<file path="src/rtl/pipeline_stage_tracker_pkg.sv">
// Shared types for the RV32 pipeline stage tracker: instruction/register types,
// load opcode, and the instruction+write-enable pair carried by each stage.
package pipeline_stage_tracker_pkg;

  typedef logic [31:0] word_t;
  typedef logic [4:0]  regbits_t;

  localparam logic [6:0] OPC_LOAD = 7'b0000011;

  typedef struct packed {
    word_t instr;
    logic  wen;
  } pipe_slot_t;

endpackage

</file>
<file path="src/rtl/pipeline_stage_tracker_pipe_slot.sv">
// One pipeline stage slot: async-reset register of an instruction/write-enable
// pair that can hold (en=0) or load a NOP bubble instead of its input.
module pipe_slot
  import pipeline_stage_tracker_pkg::*;
#(
  parameter word_t NOP_INSTR = 32'h0000_0013
) (
  input  logic       clk,
  input  logic       rst_n,
  input  logic       en,
  input  logic       bubble,
  input  pipe_slot_t d,
  output pipe_slot_t q
);

  always_ff @(posedge clk or negedge rst_n) begin
    if (!rst_n) begin
      q <= '{instr: NOP_INSTR, wen: 1'b0};
    end else if (en) begin
      if (bubble) q <= '{instr: NOP_INSTR, wen: 1'b0};
      else        q <= d;
    end
  end

endmodule

</file>
<file path="src/rtl/pipeline_stage_tracker.sv">
// Tracks the EXE/MEM/WB instruction and write-enable for the forwarding unit,
// inserts load-use bubbles, applies branch flushes and memory-wait freezes.
module pipeline_stage_tracker
  import pipeline_stage_tracker_pkg::*;
#(
  parameter logic [31:0] NOP_INSTR = 32'h0000_0013,
  parameter int          CNT_W     = 16
) (
  input  logic             CLK,
  input  logic             nRST,
  input  logic [31:0]      instr_id,
  input  logic             wen_id,
  input  logic             uses_rs1_id,
  input  logic             uses_rs2_id,
  input  logic             flush_ex,
  input  logic             mem_wait,
  output logic [31:0]      imemload_exe,
  output logic [31:0]      imemload_mem,
  output logic [31:0]      imemload_wb,
  output logic             WEN_exe,
  output logic             WEN_mem,
  output logic             WEN_wb,
  output logic             stall_id,
  output logic [CNT_W-1:0] bubble_cnt,
  output logic [CNT_W-1:0] flush_cnt
);

  function automatic logic [CNT_W-1:0] sat_inc(input logic [CNT_W-1:0] v);
    return (&v) ? v : v + {{(CNT_W-1){1'b0}}, 1'b1};
  endfunction

  pipe_slot_t slot_id, slot_exe, slot_mem, slot_wb;
  regbits_t   rd_exe, rs1_id, rs2_id;
  logic       load_use, advance, bubble_exe;

  assign rd_exe  = imemload_exe[11:7];
  assign rs1_id  = instr_id[19:15];
  assign rs2_id  = instr_id[24:20];
  assign slot_id = '{instr: instr_id, wen: wen_id};

  // x0 as destination never creates a dependency, even with WEN set
  assign load_use = (imemload_exe[6:0] == OPC_LOAD) && WEN_exe && (rd_exe != 5'd0)
                    && ((uses_rs1_id && (rs1_id == rd_exe)) ||
                        (uses_rs2_id && (rs2_id == rd_exe)));

  assign advance    = ~mem_wait;
  assign bubble_exe = flush_ex | load_use;
  assign stall_id   = mem_wait | (load_use & ~flush_ex);

  pipe_slot #(.NOP_INSTR(NOP_INSTR)) u_exe (
    .clk(CLK), .rst_n(nRST), .en(advance), .bubble(bubble_exe), .d(slot_id),  .q(slot_exe)
  );
  pipe_slot #(.NOP_INSTR(NOP_INSTR)) u_mem (
    .clk(CLK), .rst_n(nRST), .en(advance), .bubble(1'b0),       .d(slot_exe), .q(slot_mem)
  );
  pipe_slot #(.NOP_INSTR(NOP_INSTR)) u_wb (
    .clk(CLK), .rst_n(nRST), .en(advance), .bubble(1'b0),       .d(slot_mem), .q(slot_wb)
  );

  assign imemload_exe = slot_exe.instr;
  assign imemload_mem = slot_mem.instr;
  assign imemload_wb  = slot_wb.instr;
  assign WEN_exe      = slot_exe.wen;
  assign WEN_mem      = slot_mem.wen;
  assign WEN_wb       = slot_wb.wen;

  // Flush wins over load-use, so a killed consumer is not counted as a bubble
  always_ff @(posedge CLK or negedge nRST) begin
    if (!nRST) begin
      bubble_cnt <= '0;
      flush_cnt  <= '0;
    end else if (advance) begin
      if (flush_ex)      flush_cnt  <= sat_inc(flush_cnt);
      else if (load_use) bubble_cnt <= sat_inc(bubble_cnt);
    end
  end

endmodule
</file>
<file path="config.mk">
export PLATFORM = sky130hd
export DESIGN_NAME = pipeline_stage_tracker
export DESIGN_NICKNAME = d
export VERILOG_FILES = /design/src/rtl/pipeline_stage_tracker_pkg.sv /design/src/rtl/pipeline_stage_tracker_pipe_slot.sv /design/src/rtl/pipeline_stage_tracker.sv
export SDC_FILE = /design/constraint.sdc
export NUM_CORES = 1
export LEC_CHECK = 0
export CORE_MARGIN = 10
export CORE_UTILIZATION = 48
export CTS_BUF_LIST = sky130_fd_sc_hd__clkbuf_8
export DETAILED_ROUTE_END_ITERATION = 16
export PLACE_DENSITY = 0.94
export SLEW_MARGIN = 20
export SYNTH_ARGS = -nofsm -noshare
export SYNTH_HDL_FRONTEND = slang
export SYNTH_SLANG_ARGS = --single-unit
</file>
<file path="constraint.sdc">
create_clock -name CLK -period 2.55 [get_ports CLK]
set_clock_uncertainty 0.05 [all_clocks]
set_input_delay 0.765 -clock CLK [delete_from_list [all_inputs] [get_ports CLK]]
set_output_delay 0.765 -clock CLK [all_outputs]
set_load 0.05 [all_outputs]
</file>
==> metrics.txt <==
# TYPE chip_impl_metric gauge
chip_impl_info{name="outcome",value="finished with violations"} 1
chip_impl_info{name="violations",value="setup timing"} 1
chip_impl_metric{name="grt_pass1_vias",unit=""} 4087
chip_impl_metric{name="cells_after_synth",unit=""} 376
chip_impl_metric{name="worst_slew_margin_rel",unit=""} 0.5165
chip_impl_metric{name="ys_ff_latch",unit=""} 131
chip_impl_metric{name="tritoncts.num_buffers",unit=""} 17
chip_impl_metric{name="number_of_antenna_violations_at_the_first_check_in_global_routing",unit=""} 1
chip_impl_metric{name="routed-via-count",unit=""} 3856
chip_impl_metric{name="worstPathBufferInverterCount",unit=""} 3
chip_impl_metric{name="cellPowerDensity",unit="nW/µm²"} 750.3
chip_impl_metric{name="crit_path_max_fanout",unit=""} 2
chip_impl_metric{name="setup_viol_count_final",unit=""} 1
chip_impl_metric{name="grt_first_pass_wirelength",unit="mm"} 23.07
chip_impl_metric{name="synth_edf_count",unit=""} 0
chip_impl_metric{name="total_power",unit="µW"} 5836
chip_impl_metric{name="die_boundary_height",unit="µm"} 125.3
chip_impl_metric{name="drv_cap",unit=""} 0
chip_impl_metric{name="grt_start_max_net_pins",unit=""} 62
chip_impl_info{name="crit_chain",value="dlygate4sd2_1, xnor2_2, nand4_1, o22ai_2, buf_6, nand2b_4, o21bai_4, buf_12"} 1
chip_impl_metric{name="placement_rows",unit=""} 38
chip_impl_metric{name="floorplan.initialDensity",unit=""} 0.4905
chip_impl_info{name="critical_path_class",value="in -> out"} 1
chip_impl_metric{name="sequential_cell_area",unit="µm²"} 3291
chip_impl_metric{name="ys_warn_count",unit=""} 0
chip_impl_info{name="top_layer",value="met4"} 1
chip_impl_metric{name="layout-area-overhead-vs-synth",unit="%"} 46.26
chip_impl_metric{name="number_of_different_library_cells_in_the_post_synthesis_netlist",unit=""} 35
chip_impl_metric{name="cts.clk_slew.worst_paths",unit="ns"} 0.07
chip_impl_metric{name="floorplan.core_area",unit="µm²"} 10840
chip_impl_metric{name="portBuffers",unit=""} 170
chip_impl_info{name="crit_path_top_delay_cell",value="dlygate4sd2_1"} 1
chip_impl_metric{name="drt_wl_total",unit="mm"} 14.59
chip_impl_info{name="rsz_0062_raised_after_global_routing",value="yes"} 1
chip_impl_metric{name="timing.critical_path.required",unit="ns"} 1.74
chip_impl_metric{name="worst_stage_delay_on_the_critical_path",unit="ns"} 0.27
chip_impl_metric{name="cts_htree_levels",unit=""} 4
chip_impl_metric{name="hpwl",unit="mm"} 10.62
chip_impl_metric{name="post_route_cells_drive_above_1_share",unit=""} 0.2981
chip_impl_info{name="critical_path.top_delay_family",value="buffers and inverters"} 1
chip_impl_metric{name="drt_pass1_iterations",unit=""} 4
chip_impl_metric{name="finalSetupTns",unit="ns"} -0.2514
chip_impl_metric{name="leakagePower",unit="µW"} 0.003876
chip_impl_metric{name="insertion_delay_of_the_later_clocked_pin_in_the_worst_skew_pair",unit="ns"} 0.43
chip_impl_metric{name="cts_num_sinks",unit=""} 131
chip_impl_metric{name="met3WireLength",unit="mm"} 1.119
chip_impl_metric{name="report.final.slew_viol_count",unit=""} 0
chip_impl_metric{name="max-clock-path-buffers",unit=""} 2
chip_impl_metric{name="period_minus_slack",unit="ns"} 2.801
chip_impl_metric{name="route.antenna.remaining_nets",unit=""} 0
chip_impl_metric{name="num-fill-cells",unit=""} 742
chip_impl_metric{name="m1WireLength",unit="mm"} 5.711
chip_impl_metric{name="max_clock_freq",unit="MHz"} 357.0
chip_impl_metric{name="design.die.area",unit="µm²"} 15690
chip_impl_metric{name="ys_async_sr_fraction",unit=""} 1.000
chip_impl_metric{name="nets",unit=""} 615
chip_impl_metric{name="drt_drc_violations_left",unit=""} 0
chip_impl_info{name="tritoncts_clock_tree",value="done"} 1
chip_impl_info{name="type_of_the_worst_min_delay_path",value="in -> async"} 1
chip_impl_metric{name="drt-wirelength-per-cell",unit="µm"} 20.05
chip_impl_metric{name="dr_wl_met2",unit="mm"} 7.321
chip_impl_metric{name="multi_input_comb_area",unit="µm²"} 1976
chip_impl_metric{name="syn-num-nets",unit=""} 417
chip_impl_metric{name="placement.cell_area",unit="µm²"} 7286
chip_impl_metric{name="vdd.ir_drop.worst",unit="V"} 0.0006245
chip_impl_metric{name="grt_overflow",unit=""} 0
chip_impl_metric{name="syn_std_cell_area",unit="µm²"} 5318
chip_impl_metric{name="layout_setup_ws",unit="ns"} -0.2514
chip_impl_metric{name="final_design_area_no_fill",unit="µm²"} 7777
chip_impl_metric{name="fin_hold_ws",unit="ns"} 0.2297
chip_impl_metric{name="synth.avg_cell_area",unit="µm²"} 14.14
chip_impl_info{name="clock_tree.root_cell",value="clkbuf_8"} 1
chip_impl_info{name="postSynth.topFlopCell",value="dfrtp_1"} 1
chip_impl_metric{name="avgViaCountPerCell",unit=""} 5.297
chip_impl_metric{name="synth-seq-area-share",unit=""} 0.6186
chip_impl_metric{name="iteration_0_drc_markers",unit=""} 276
chip_impl_metric{name="period_share",unit=""} 1.099
chip_impl_info{name="critPathLaunchType",value="primary input"} 1
chip_impl_metric{name="ios",unit=""} 171
chip_impl_metric{name="report.final.hold_viol_count",unit=""} 0
chip_impl_metric{name="cts_hold_buf",unit=""} 0
chip_impl_metric{name="track_usage",unit=""} 0.1835
chip_impl_metric{name="gpl.final_weighted_congestion",unit=""} 0.8530
chip_impl_info{name="worstSetupEndpointType",value="primary output"} 1
chip_impl_metric{name="arrival_time_at_the_worst_endpoint",unit="ns"} 1.99
chip_impl_metric{name="timing_worst_slew_pin_value",unit="ns"} 0.7252
chip_impl_metric{name="die_w",unit="µm"} 125.3
-- where the power goes --
group | switching, µW | internal [µW]
Sequential | 189 | 2310
Clock | 736 | 846
Combinational | 1130 | 626
Total | 2050 | 3780
-- cell type report --
cell class	instances	area share
Sequential cell	131	0.4231
Multi-Input combinational cell	224	0.2540
Timing Repair Buffer	194	0.2506
Clock buffer	21	0.03716
Tap cell	140	0.02252
Clock inverter	11	0.009331
Inverter	6	0.002896
Antenna cell	1	0.0003218
-- routing by layer --
| metal | GRT usage | vias to the layer above |
|---|---|---|
| li1 | - | 1747 |
| met3 | 0.07520 | 33 |
| met2 | 0.3048 | 145 |
| met4 | 0.08266 | 0 |
| met5 | 0 | - |
| met1 | 0.2021 | 1931 |
-- kinds of logic (layout without fill, tap and decap cells) --
kind of cell    after synthesis  after routing  share of synthesized area
flops                       131            131                     0.6186
simple gates                 77             77                    0.07930
mux                          68             68                     0.1440
xor+xnor                     39             39                    0.06423
compound gates               38             38                    0.06471
buf+inv                      21            232                    0.02447
fa+ha+maj                     2              2                   0.004705
other cells                   0              1                          0
-- what timing repair did --
action | CTS | global route
gates resized for setup | 47 | 27
pin swaps | 8 | 7
gates cloned | 0 | 0
setup endpoints to repair | 26 | 20
setup buffers | 1 | 3
-- final timing paths --
kind	from	end	slack [ns]	cells past startpoint
max in group asynchronous	nRST	u_exe.q[1]$_DFFE_PN1N_	1.54	2
hold / removal	nRST	u_mem.q[12]$_DFFE_PN0N_	0.23	1
hold reg to reg	flush_cnt[10]$_DFFE_PN0P_	flush_cnt[10]$_DFFE_PN0P_	0.45	1
setup reg to reg	u_exe.q[1]$_DFFE_PN1N_	bubble_cnt[9]$_DFFE_PN0P_	0.28	8
min in group CLK	flush_cnt[10]$_DFFE_PN0P_	flush_cnt[10]$_DFFE_PN0P_	0.45	1
setup / recovery	instr_id[16]	stall_id	-0.25	8
-- registers in the layout, indices dropped and copies added (netlist names) --
signal	cells
u_exe.q	33
u_mem.q	33
u_wb.q	33
bubble_cnt	16
flush_cnt	16
-- layout by cell type, fill, tap and decap left out, types with 2 or more instances in the layout --
cell and n:
clkinv_2 4, xnor2_1 19, xor2_1 17, xnor2_2 2
nand2_1 17, inv_1 12, or3_1 3, nor2b_1 4
buf_12 5, buf_6 4, nor4_1 4, dfstp_2 9
dlymetal6s2s_1 19, nand4_1 11, clkdlybuf4s50_1 108, nand3_1 8
mux2_2 68, clkbuf_8 21, a22o_1 2, ha_1 2
nor2_1 10, clkdlybuf4s15_1 2, a22o_2 28, dfrtp_1 121
dlygate4sd2_1 33, nor3_1 11, a21oi_1 4, buf_4 22
-- stage by stage --
stage,utilization,instances,setup slack [ns]
2_1_floorplan,-,376,0.01125
3_3_place_gp,0.6721,691,-0.5142
3_5_place_dp,0.6721,691,-0.6092
4_1_cts,0.7064,724,-0.2756
5_1_grt,0.7175,728,-0.3428
6_report,0.7175,728,-0.2514
-- Yosys cell counts (6+ instances only) --
master	instances	area, µm²
a22o_2	28	280.3
clkbuf_1	7	26.28
dfrtp_1	122	3053
dfstp_2	9	236.5
inv_1	6	22.52
mux2_2	68	765.7
nand2_1	17	63.81
nand3_1	8	40.04
nand4_1	11	68.82
nor2_1	10	37.54
nor3_1	11	55.05
xnor2_1	22	192.7
xor2_1	17	148.9
Power figures use the tool's default switching activity.
